## src/rtl/sound_scheduler.sv

```systemverilog
// Sound request scheduler: edge-detects six request lines, queues one pending bit
// per source and plays one tone at a time by fixed priority with preemption.
module sound_scheduler #(
  parameter int unsigned TICK_CYCLES = 31500,
  parameter int unsigned HOLE_MS     = 400,
  parameter int unsigned BALL_MS     = 80,
  parameter int unsigned BORDER_MS   = 60,
  parameter int unsigned ENTER_MS    = 150,
  parameter int unsigned KEY_MS      = 30,
  parameter int unsigned GAP_MS      = 10
) (
  input  logic       clk,
  input  logic       reset,
  input  logic       mute,
  input  logic       keyXAudioRequest,
  input  logic       keyYAudioRequest,
  input  logic       keyEnterAudioRequest,
  input  logic       holeColAudioRequest,
  input  logic       borderColAudioRequest,
  input  logic       ballToBallColAudioRequest,
  output logic       soundEnable,
  output logic [2:0] toneIndex,
  output logic       startPulse,
  output logic       busy
);

  function automatic int unsigned maxU(input int unsigned a, input int unsigned b);
    return (a > b) ? a : b;
  endfunction

  localparam int unsigned MAX_MS  = maxU(maxU(maxU(HOLE_MS, BALL_MS), maxU(BORDER_MS, ENTER_MS)),
                                         maxU(KEY_MS, GAP_MS));
  localparam int unsigned MAX_CYC = MAX_MS * TICK_CYCLES;
  localparam int unsigned CNT_W   = $clog2(MAX_CYC + 2);

  typedef logic [CNT_W-1:0] cnt_t;
  typedef enum logic [1:0] {IDLE, PLAY, GAP} state_t;

  localparam cnt_t GAP_CYC = cnt_t'(GAP_MS * TICK_CYCLES);

  // Bit order matches priority: bit 0 = hole (highest) ... bit 5 = keyY.
  function automatic cnt_t durCycles(input logic [2:0] idx);
    case (idx)
      3'd0:    return cnt_t'(HOLE_MS * TICK_CYCLES);
      3'd1:    return cnt_t'(BALL_MS * TICK_CYCLES);
      3'd2:    return cnt_t'(BORDER_MS * TICK_CYCLES);
      3'd3:    return cnt_t'(ENTER_MS * TICK_CYCLES);
      default: return cnt_t'(KEY_MS * TICK_CYCLES);
    endcase
  endfunction

  state_t     state, stateNext;
  logic [5:0] req, prev, rise, pending, pendingNext;
  logic [2:0] cur, curNext, hitIdx, hitCode;
  cnt_t       cnt, cntNext;
  logic       startQ, grant, hit;

  assign req  = {keyYAudioRequest, keyXAudioRequest, keyEnterAudioRequest,
                 borderColAudioRequest, ballToBallColAudioRequest, holeColAudioRequest};
  assign rise = req & ~prev;

  always_comb begin
    hit    = 1'b0;
    hitIdx = '0;
    for (int unsigned i = 0; i < 6; i++) begin
      if (pending[i] && !hit) begin
        hit    = 1'b1;
        hitIdx = 3'(i);
      end
    end
  end
  assign hitCode = hitIdx + 3'd1;

  always_ff @(posedge clk or posedge reset) begin
    if (reset) begin
      state   <= IDLE;
      prev    <= '0;
      pending <= '0;
      cur     <= '0;
      cnt     <= '0;
      startQ  <= 1'b0;
    end else begin
      state   <= stateNext;
      prev    <= req;
      pending <= pendingNext;
      cur     <= curNext;
      cnt     <= cntNext;
      startQ  <= grant;
    end
  end

  always_comb begin
    stateNext = state;
    curNext   = cur;
    cntNext   = cnt;
    grant     = 1'b0;
    unique case (state)
      IDLE: grant = hit;
      PLAY: begin
        if (hit && (hitCode < cur)) begin
          grant = 1'b1;
        end else if (cnt <= cnt_t'(1)) begin
          if (GAP_MS == 0) begin
            stateNext = IDLE;
          end else begin
            stateNext = GAP;
            cntNext   = GAP_CYC;
          end
        end else begin
          cntNext = cnt - cnt_t'(1);
        end
      end
      GAP: begin
        if (cnt <= cnt_t'(1)) stateNext = IDLE;
        else                  cntNext   = cnt - cnt_t'(1);
      end
      default: stateNext = IDLE;
    endcase
    if (grant) begin
      stateNext = PLAY;
      curNext   = hitCode;
      cntNext   = durCycles(hitIdx);
    end
    // Rise is OR-ed in after the grant clear so a coincident new edge is kept.
    pendingNext = (pending & ~(grant ? (6'b1 << hitIdx) : 6'b0)) | rise;
    if (mute) begin
      stateNext   = IDLE;
      grant       = 1'b0;
      pendingNext = '0;
      curNext     = '0;
      cntNext     = '0;
    end
  end

  always_comb begin
    soundEnable = (state == PLAY);
    toneIndex   = (state == PLAY) ? cur : 3'd0;
    startPulse  = startQ;
    busy        = (state != IDLE);
  end

endmodule

```

## config.mk

```make
export PLATFORM = sky130hd
export DESIGN_NAME = sound_scheduler
export DESIGN_NICKNAME = d
export VERILOG_FILES = /design/src/rtl/sound_scheduler.sv
export SDC_FILE = /design/constraint.sdc
export NUM_CORES = 1
export LEC_CHECK = 0
export CORE_MARGIN = 2
export CORE_UTILIZATION = 30
export DETAILED_ROUTE_END_ITERATION = 6
export PLACE_DENSITY = 0.5
export SYNTH_ARGS = -nofsm -noshare
export SYNTH_HDL_FRONTEND = slang
export SYNTH_SLANG_ARGS = --single-unit
```

## constraint.sdc

```tcl
create_clock -name clk -period 5.15 [get_ports clk]
set_clock_uncertainty 0.05 [all_clocks]
set_input_delay 1.2875 -clock clk [delete_from_list [all_inputs] [get_ports clk]]
set_output_delay 1.2875 -clock clk [all_outputs]
set_load 0.1 [all_outputs]
```

### Yosys cells after proc, flatten, opt, wreduce, memory -nomap -nowiden

Cells that the tools add are included.

| word-level totals | value |
|---|---|
| bits of input ports | 9 |
| bits in latches | 0 |
| flip-flop bits (word level) | 42 |
| bits in writable memories | 0 |
| word-level logic and storage cells | 76 |
| memories kept | 0 |
| output and inout bits | 6 |
| memory bits (read-only) | 0 |

| operators by class | value |
|---|---|
| multipliers | 0 |
| add/subtract/negate cells | 2 |
| mux-type cells | 32 |
| reduce and logical (&&, ||, !) cells | 18 |
| div/mod/pow operators | 0 |
| equality and inequality tests | 10 |
| magnitude comparators | 2 |
| bitwise operators | 5 |
| shift operators | 1 |

Operators by type and width:

| operator | number |
|---|---|
| 2-to-1 mux 24 bit | 5 |
| case mux 24 bit (4 select lines) | 1 |
| case mux 24 bit (2 select lines) | 1 |
| less-or-equal comparator 24 x 1 -> 1 bit, second input constant | 1 |
| subtractor 24 x 1 -> 24 bit, second input constant | 1 |
| 2-to-1 mux 3 bit | 7 |
| bitwise AND 6 bit | 2 |
| 2-to-1 mux 6 bit | 2 |
| NOT 6 bit | 2 |
| 2-to-1 mux 2 bit | 5 |
| 2-to-1 mux 1 bit | 9 |
| inequality test 4 bit, second input constant | 2 |
| equality test 3 x 2 -> 1 bit, second input constant | 2 |
| logical AND 1 bit | 6 |
| bitwise OR 6 bit | 1 |
| case mux 2 bit (3 select lines) | 1 |
| << shifter 1 x 3 -> 6 bit, first input constant | 1 |
| zero test 1 bit | 5 |
| inequality test 4 x 2 -> 1 bit, second input constant | 1 |
| inequality test 4 x 3 -> 1 bit, second input constant | 1 |
| AND reduction 4 bit | 1 |
| nonzero test 2 bit | 2 |
| nonzero test 4 bit | 1 |
| adder 3 x 1 -> 3 bit, second input constant | 1 |
| other kinds (9) | 9 |

### Longest topological paths before layout

Gate-level depths: netlist of the first run.

| logic depth | value |
|---|---|
| depth after elaboration | 26 |
| mapped depth | 14 |
| mapped depth without buffers | 13 |

### Worst setup path before layout of the first run

No wires, ideal clock.

| path | value |
|---|---|
| kind | flip-flop to output port |
| start | register state[1] |
| end | output toneIndex[0] |
| required time | 3,813 ps |
| setup slack | 1,014 ps |
| stages on the path, launching flop included | 3 |
| arrival time | 2,799 ps |
| buffers on the path | 0 |
| path through | dfrtp_1 > nor2_1 > and2_1 |

| on the way | value |
|---|---|
| cells in the longest elaborated chain, start to end | 2 |

Ends and longest elaborated chain:

| item | line | text |
|---|---|---|
| start: declaration | 52 | `state_t state, stateNext;` |
| start signal: assignment | 83 | `state <= stateNext;` |
| equality test 2 x 1 -> 1 bit | - |  |
| via soundEnable | 21 | `output logic soundEnable,` |
| 2-to-1 mux 3 bit | 137 | `toneIndex = (state == PLAY) ? cur : 3'd0;` |
| end: declaration | 22 | `output logic [2:0] toneIndex,` |

The timed path passes the listed nets, and every way through them passes these cells.

### Worst setup path after layout of the first run

| path | value |
|---|---|
| start | register pending[2] |
| end | register cnt[20] |

| on the way | value |
|---|---|
| cells in the longest elaborated chain, start to end | 18 |
| elaborated cells between the ends (all ways) | 31 |
| those cells by class | 1 x add/sub; 1 x order compare; 5 x eq/ne; 13 x mux; 11 x reduce/logical |

Ends and longest elaborated chain:

| item | line | text |
|---|---|---|
| start: declaration | 53 | `logic [5:0] req, prev, rise, pending, pendingNext;` |
| start signal: assignment | 85 | `pending <= pendingNext;` |
| logical AND 1 bit (*) | 66 | `if (pending[i] && !hit) begin` |
| 2-to-1 mux 1 bit | 66 |  |
| zero test 1 bit | 66 |  |
| logical AND 1 bit | 66 |  |
| 2-to-1 mux 1 bit | 66 |  |
| zero test 1 bit | 66 |  |
| logical AND 1 bit | 66 |  |
| 2-to-1 mux 1 bit | 66 |  |
| [... 2 more ...] | - |  |
| 2-to-1 mux 3 bit | 66 |  |
| adder 3 x 1 -> 3 bit | 72 | `assign hitCode = hitIdx + 3'd1;` |
| less-than comparator 3 bit | 100 | `if (hit && (hitCode < cur)) begin` |
| logical AND 1 bit | 100 |  |
| 2-to-1 mux 1 bit | 100 |  |
| case mux 1 bit (2 select lines) | 97 | `unique case (state)` |
| inequality test 4 bit (no source line), or another cell as far along | - |  |
| AND reduction 3 bit (no source line) / 2-to-1 mux 24 bit (equally long branches) | - |  |
| end signal: assignment | 87 | `cnt <= cntNext;` |
| end: declaration | 55 | `cnt_t cnt, cntNext;` |

Every way passes the cells marked *; elsewhere a longest branch is shown, timed or not.
A chain may end at the register's enable or synchronous reset.

==> results of run 1 <==
[area by class of cell]
| type | instances | area [um2] |
|---|---|---|
| multi-input combinational | 229 | 1430 |
| tap | 108 | 135 |
| timing repair buffer | 17 | 163 |
| sequential | 42 | 1050 |
| inverter | 17 | 63.8 |
| clock buffer | 6 | 82.6 |
| fill | 921 | 5640 |
| clock inverter | 1 | 30.0 |
[tightest hold or removal path, delay by kind of cell, from the launching register on]
kind,cells,cell delay (ns)
flip-flops,1,0.32
AND/OR/NAND/NOR,1,0.09
AO/OA/AOI/OAI,1,0.05
[metal layers]
| metal | wire, um | track usage | vias to the layer above |
|---|---|---|---|
| li1 | - | - | 1141 |
| met1 | 3670 | 0.245 | 1153 |
| met2 | 3330 | 0.247 | 93 |
| met3 | 505 | 0.0374 | 18 |
| met4 | 175 | 0.0545 | 0 |
| met5 | 0 | 0 | - |
[metrics by stage]
stage | power (W) | setup slack (ns) | cells | hold WS [ns]
after CTS | 0.00176 | 1.04 | 420 | 0.446
after global placement | 0.00149 | 1.30 | 413 | 0.439
after detailed placement | 0.00148 | 1.04 | 413 | 0.434
final | 0.00176 | 1.11 | 420 | 0.442
after floorplan | 0.00124 | 1.01 | 301 | 0.407
after global routing | 0.00190 | 0.705 | 420 | 0.472
[where the power goes]
group / switching (W) / leakage, nW / internal [W] / total [W]
logic: 0.000655 / 0.627 / 0.000327 / 0.000981
registers: 0.0000935 / 0.545 / 0.000419 / 0.000513
clock network: 0.000114 / 0.0573 / 0.000155 / 0.000270
total: 0.000863 / 1.23 / 0.000901 / 0.00176
[cells in the mapped netlist, drive strengths merged, types with 3 or more instances]
cell,count
dfrtp,42
clkbuf,7
a31oi,6
a211oi,4
a21oi,17
or3,9
ha,9
o22ai,11
a32o,4
nand2b,5
buf,6
nor2,32
nor2b,5
o211ai,4
nor3,18
nor4,10
o21ai,18
a211o,3
nand3,10
nand2,19
inv,17
or2,4
[flip-flops by register name (all words and copies together), names as in the netlist]
name and cells:
cnt 24, prev 6, cur 3, startPulse 1, pending 6, state 2
[cell families after synthesis]
| logic type | Yosys count |
|---|---|
| flip-flops | 42 |
| adder cells (fa/ha/maj) | 9 |
| XOR/XNOR | 1 |
| AO/OA/AOI/OAI | 95 |
| AND/OR/NAND/NOR | 124 |
| buffers and inverters | 30 |
[worst min-delay path by stage]
stage	startpoint	endpoint	slack (ns)
after global routing	cnt[16]$_DFFE_PP0P_	cnt[16]$_DFFE_PP0P_	0.47
after floorplan	cnt[16]$_DFFE_PP0P_	cnt[16]$_DFFE_PP0P_	0.41
after global placement	prev[3]$_DFF_PP0_	pending[3]$_DFF_PP0_	0.44
final	prev[3]$_DFF_PP0_	pending[3]$_DFF_PP0_	0.44
after detailed placement	prev[3]$_DFF_PP0_	pending[3]$_DFF_PP0_	0.43
after CTS	prev[3]$_DFF_PP0_	pending[3]$_DFF_PP0_	0.45
==> flow_metrics.py, run 1 <==
metrics = {
    "clock_network": {
        "root_buffer": "clkbuf_8",
        "clk_pin_slew_ns": 0.08,
        "postCtsResizedCells": 0,
        "numCtsBuffers": 5,
        "htree_levels": 2,
        "max-clock-path-buffers": 2,
        "cts_sinks": 42,
        "cts_tree": "yes",
        "post-cts-setup-buffer-count": 0,
        "clk_latency_ns": 0.29,
        "hold_buffers": 0,
    },
    "finish": {
        "diodes": 0,
        "layout.nets": 330,
        "area_delta_synth_final_pct": 13.0,
        "fin_util": 0.344,
        "final_common_cell": "dfrtp_1",
        "final_layout_size_suffix_gt1_frac": 0.0737,
        "stdcell_area_mm2": 0.00296,
        "mostFrequentLayoutCells": "42 x dfrtp_1, 31 x nor2_1, 19 x nand2_1",
    },
    "drt": {
        "drtAntennaViolNets": 0,
        "drt-wirelength-per-cell_um": 18.3,
        "drt_iter0_drc": 203,
        "dr.pass1.iters": 4,
        "vias_per_cell": 5.73,
        "drt_wl_total_um": 7680,
        "drc": 0,
        "num_vias": 2405,
    },
    "setup_path": {
        "crit_end": "cnt[20]$_DFFE_PP0P_",
        "start_kind": "flop",
        "cp_cell_sequence": "o21ai_0 -> inv_1 -> ha_1 -> ha_1 -> inv_1 -> ha_1 -> and4_1 -> a21oi_1 -> a211oi_2 -> nor2_1 -> a221o_1",
        "crit_type": "flop to flop",
        "crit_top_cell": "ha_1",
        "cp_slowest_cell": "a211oi_2",
        "required_ns": 5.28,
        "crit_path_end_kind": "flop",
        "rr_startpoint": "pending[2]$_DFF_PP0_",
        "cp-startpoint": "pending[2]$_DFF_PP0_",
        "cp_num_cells": 11,
        "r2r_end": "cnt[20]$_DFFE_PP0P_",
        "ff2ff_setup_slack_ns": 1.11,
        "cp_top_family": "compound AO/OA/AOI/OAI gates",
        "cpPeakStageDelay_ns": 0.89,
        "worstPathArrival_ns": 4.16,
        "cp.buffers_inverters": 2,
        "r2r_cells": 11,
        "worstPathMaxFanout": 12,
    },
    "global_route": {
        "grt_max_degree": 43,
        "grt-ovfl-total": 0,
        "grt_usage": 0.168,
        "grt_pass1_vias": 2431,
        "grt_pass1_wl_um": 12900,
        "antenna_found_initial": 0,
    },
    "worst_hold_path": {
        "holdPathStages": 2,
        "hold_path_class": "flop to flop",
    },
    "timing": {
        "setup_tns_ns": 0,
        "rsz0062_at_grt": "no",
        "period_needed_ns": 4.04,
        "worst_pin_slew_ns": 1.04,
        "slew_violations": 0,
        "max_freq_mhz": 248,
        "period_share": 0.784,
        "finalHoldViolCount": 0,
        "relSlewSlack": 0.305,
        "setup_viol": 0,
    },
    "synthesis": {
        "synth_compound_area_frac": 0.257,
        "synth_cell_types": 57,
        "yosysTopAreaCell": "dfrtp_1",
        "syn_area_mm2": 0.00262,
        "syn_area_per_cell_um2": 8.70,
        "synth.area.mux_share": 0,
        "synthCells": 301,
        "synth-edff-count": 0,
        "syn_nets": 319,
        "synth_xor_xnor_area_share": 0.00335,
        "synthArstFlopShare": 1.00,
        "ys_ff_latch": 42,
        "yosys_warnings": 0,
        "synthFlopType": "dfrtp_1",
        "synth_area_leaders": "dfrtp_1 40%, nor2_1 4.4%, ha_1 4.3%",
        "synth-adder-area-share": 0.0430,
        "synth_top_area_frac": 0.402,
        "synth_top_family_by_area": "compound AO/OA/AOI/OAI gates",
        "yosys.area_share.simple": 0.244,
        "ys_seq_area_frac": 0.402,
    },
    "die": {
        "die_h_um": 97.4,
        "io_pins": 15,
        "placementRows": 34,
        "core_mm2": 0.00859,
        "die-area_mm2": 0.00949,
        "die_w_um": 97.4,
        "start_util": 0.305,
    },
    "placed_design": {
        "hpwl_um": 5380,
        "place.port_buffers": 14,
        "routabilityCongestion": 0.929,
        "placed_cell_area_mm2": 0.00285,
    },
    "pwr": {
        "ir_drop_uv": 166,
        "p_leak_nw": 1.23,
        "p_per_area_mw_per_mm2": 596,
    },
    "job": {
        "drv_cap": 0,
    },
    "run_status": {
        "status": "completed",
    },
}
(Power assumes the default switching activity.)
==> run 2: changes to the inputs <==
Settings changed: PLACE_DENSITY 0.5 to 0.51.
Clock period 5.15 ns to 3.54 ns, I/O delays scaled along.
==> run 2 against run 1 <==
Against the previous run:
- register-to-register slack worse by 0.87 ns
- cell area is 3.8% higher
- wire length is 2.5% higher
- non-clock buffer count is 12 higher
- largest cell class unchanged
- worst setup slack worse by 0.87 ns
==> flow_metrics.py, run 2 (synthesis results as in run 1) <==
metrics = {
    "timing": {
        "setup_viol": 0,
        "rsz0062_at_grt": "no",
        "max_freq_mhz": 303,
        "worst_pin_slew_ns": 0.870,
        "period_share": 0.933,
        "finalHoldViolCount": 0,
        "period_needed_ns": 3.30,
        "setup_tns_ns": 0,
        "relSlewSlack": 0.419,
        "slew_violations": 0,
    },
    "pwr": {
        "power_w": 0.00273,
        "p_per_area_mw_per_mm2": 888,
        "ir_drop_uv": 397,
        "p_leak_nw": 1.31,
    },
    "drt": {
        "num_vias": 2491,
        "drt-wirelength-per-cell_um": 18.2,
        "drt_wl_total_um": 7880,
        "vias_per_cell": 5.75,
        "drtAntennaViolNets": 0,
        "drc": 0,
        "dr.pass1.iters": 5,
        "drt_iter0_drc": 195,
    },
    "setup_path": {
        "cp_cell_sequence": "nor4_2 -> o21ai_0 -> ha_1 -> inv_1 -> ha_1 -> a21oi_1 -> o21bai_1 -> a21oi_1 -> buf_4 -> a21o_1 -> o32ai_1 -> a221o_1",
        "cp_top_family": "compound AO/OA/AOI/OAI gates",
        "crit_path_end_kind": "flop",
        "cp_slowest_cell": "dfrtp_1",
        "rr_startpoint": "pending[2]$_DFF_PP0_",
        "crit_type": "flop to flop",
        "cp-startpoint": "pending[2]$_DFF_PP0_",
        "worstPathArrival_ns": 3.45,
        "worstPathMaxFanout": 15,
        "cp.buffers_inverters": 2,
        "required_ns": 3.69,
        "cpPeakStageDelay_ns": 0.45,
        "ff2ff_setup_slack_ns": 0.24,
        "start_kind": "flop",
    },
    "finish": {
        "area_delta_synth_final_pct": 17.3,
        "mostFrequentLayoutCells": "42 x dfrtp_1, 30 x nor2_1, 21 x buf_4",
        "diodes": 0,
        "largest_register": "cnt",
        "largest_reg_flops": 24,
        "instances_no_fill": 433,
        "final_layout_size_suffix_gt1_frac": 0.138,
        "nFillCells": 912,
        "layout.nets": 342,
        "reg_top3": "cnt x24, pending x6, prev x6",
        "seqCellArea_mm2": 0.00105,
        "multi_input_comb_area_mm2": 0.00145,
        "final_common_cell": "dfrtp_1",
    },
    "global_route": {
        "grt_pass1_wl_um": 12900,
        "antenna_found_initial": 0,
        "grt_pass1_vias": 2409,
        "grt_max_degree": 43,
        "grt-ovfl-total": 0,
        "grt_usage": 0.169,
    },
    "die": {
        "placementRows": 34,
        "die_h_um": 97.4,
        "start_util": 0.305,
        "die_w_um": 97.4,
        "die-area_mm2": 0.00949,
        "core_mm2": 0.00859,
        "io_pins": 15,
    },
    "run_status": {
        "status": "completed",
    },
    "clock_network": {
        "clk_latency_ns": 0.31,
        "cts_tree": "yes",
        "numCtsBuffers": 5,
        "htree_levels": 2,
        "hold_buffers": 0,
        "cts_sinks": 42,
        "max-clock-path-buffers": 2,
        "root_buffer": "clkbuf_8",
        "clk_pin_slew_ns": 0.09,
    },
    "worst_hold_path": {
        "min_from": "prev[3]$_DFF_PP0_",
        "hold_path_class": "flop to flop",
    },
    "placed_design": {
        "place.port_buffers": 14,
        "dpl.cell_count": 425,
        "routabilityCongestion": 0.890,
        "hpwl_um": 5570,
    },
    "job": {
        "drv_cap": 0,
    },
}
-- run 2: changes by cell type in the layout (fill, tap and decap cells not counted) --
cell             before  now
buf_4                 3   21
clkdlybuf4s50_1      14    8
a21oi_1              17   16
a21oi_2               0    1
bufinv_16             1    2
clkbuf_8              6    5
clkinv_4              0    1
nor2_1               31   30
nor2_2                1    2
nor4_1               10    9
nor4_2                0    1
-- run 2: path summary, 6_finish.rpt --
path	to	cells after the start
max	cnt[20]$_DFFE_PP0P_	12
min	pending[3]$_DFF_PP0_	2
max reg2reg	cnt[20]$_DFFE_PP0P_	12
min reg2reg	pending[3]$_DFF_PP0_	2
max in group asynchronous	cnt[3]$_DFFE_PP0P_	2
min in group asynchronous	cnt[18]$_DFFE_PP0P_	2
-- run 2: cell type report --
| type | count | area share |
|---|---|---|
| multi-input cells | 229 | 0.471 |
| flip-flops and latches | 42 | 0.342 |
| repair buffers | 29 | 0.0774 |
| well taps | 108 | 0.0440 |
| clock buffers | 5 | 0.0224 |
| clock inverters | 3 | 0.0224 |
| inverters | 17 | 0.0208 |
-- run 2: report_power, final --
part	internal (W)	switching, W	leakage (nW)
Combinational	0.000546	0.000969	0.695
Sequential	0.000610	0.000137	0.545
Clock	0.000283	0.000182	0.0683
Total	0.00144	0.00129	1.31
-- run 2: worst register-to-register path, stage by stage (launching register included) --
cell and delay, ns:
dfrtp_1 0.45, nor4_2 0.32, o21ai_0 0.24, ha_1 0.36, inv_1 0.05, ha_1 0.28, a21oi_1 0.13, o21bai_1 0.09
a21oi_1 0.18, buf_4 0.24, a21o_1 0.36, o32ai_1 0.14, a221o_1 0.32
-- run 2: repair_timing --
action                                  CTS  global route
endpoints found under the setup margin    0             4
endpoints found under the hold margin     0             0
setup buffers                             0             0
resized for setup                         0             1
-- run 2: per-layer routing --
metal	track usage	vias up	routed length, um
met5	0	-	0
met4	0.0545	0	113
met3	0.0360	9	495
met2	0.263	93	3690
met1	0.236	1217	3580
li1	-	1172	-
-- run 2: metrics by stage --
| stage | utilization | instance area [um2] | hold WS (ns) | worst slack [ns] |
|---|---|---|---|---|
| 2_1_floorplan | - | 2630 | 0.407 | 0.0688 |
| 3_3_place_gp | 0.341 | 2930 | 0.435 | 0.276 |
| 3_5_place_dp | 0.341 | 2930 | 0.440 | 0.289 |
| 4_1_cts | 0.357 | 3070 | 0.453 | 0.239 |
| 5_1_grt | 0.357 | 3070 | 0.475 | 0.0556 |
| 6_report | 0.357 | 3070 | 0.447 | 0.238 |
==> run 3: changes to the inputs <==
Settings changed: CTS_CLUSTER_DIAMETER from default to 50.
==> results of run 3 <==
Same layout as run 2: the final DEF is identical, and so are final timing and power.
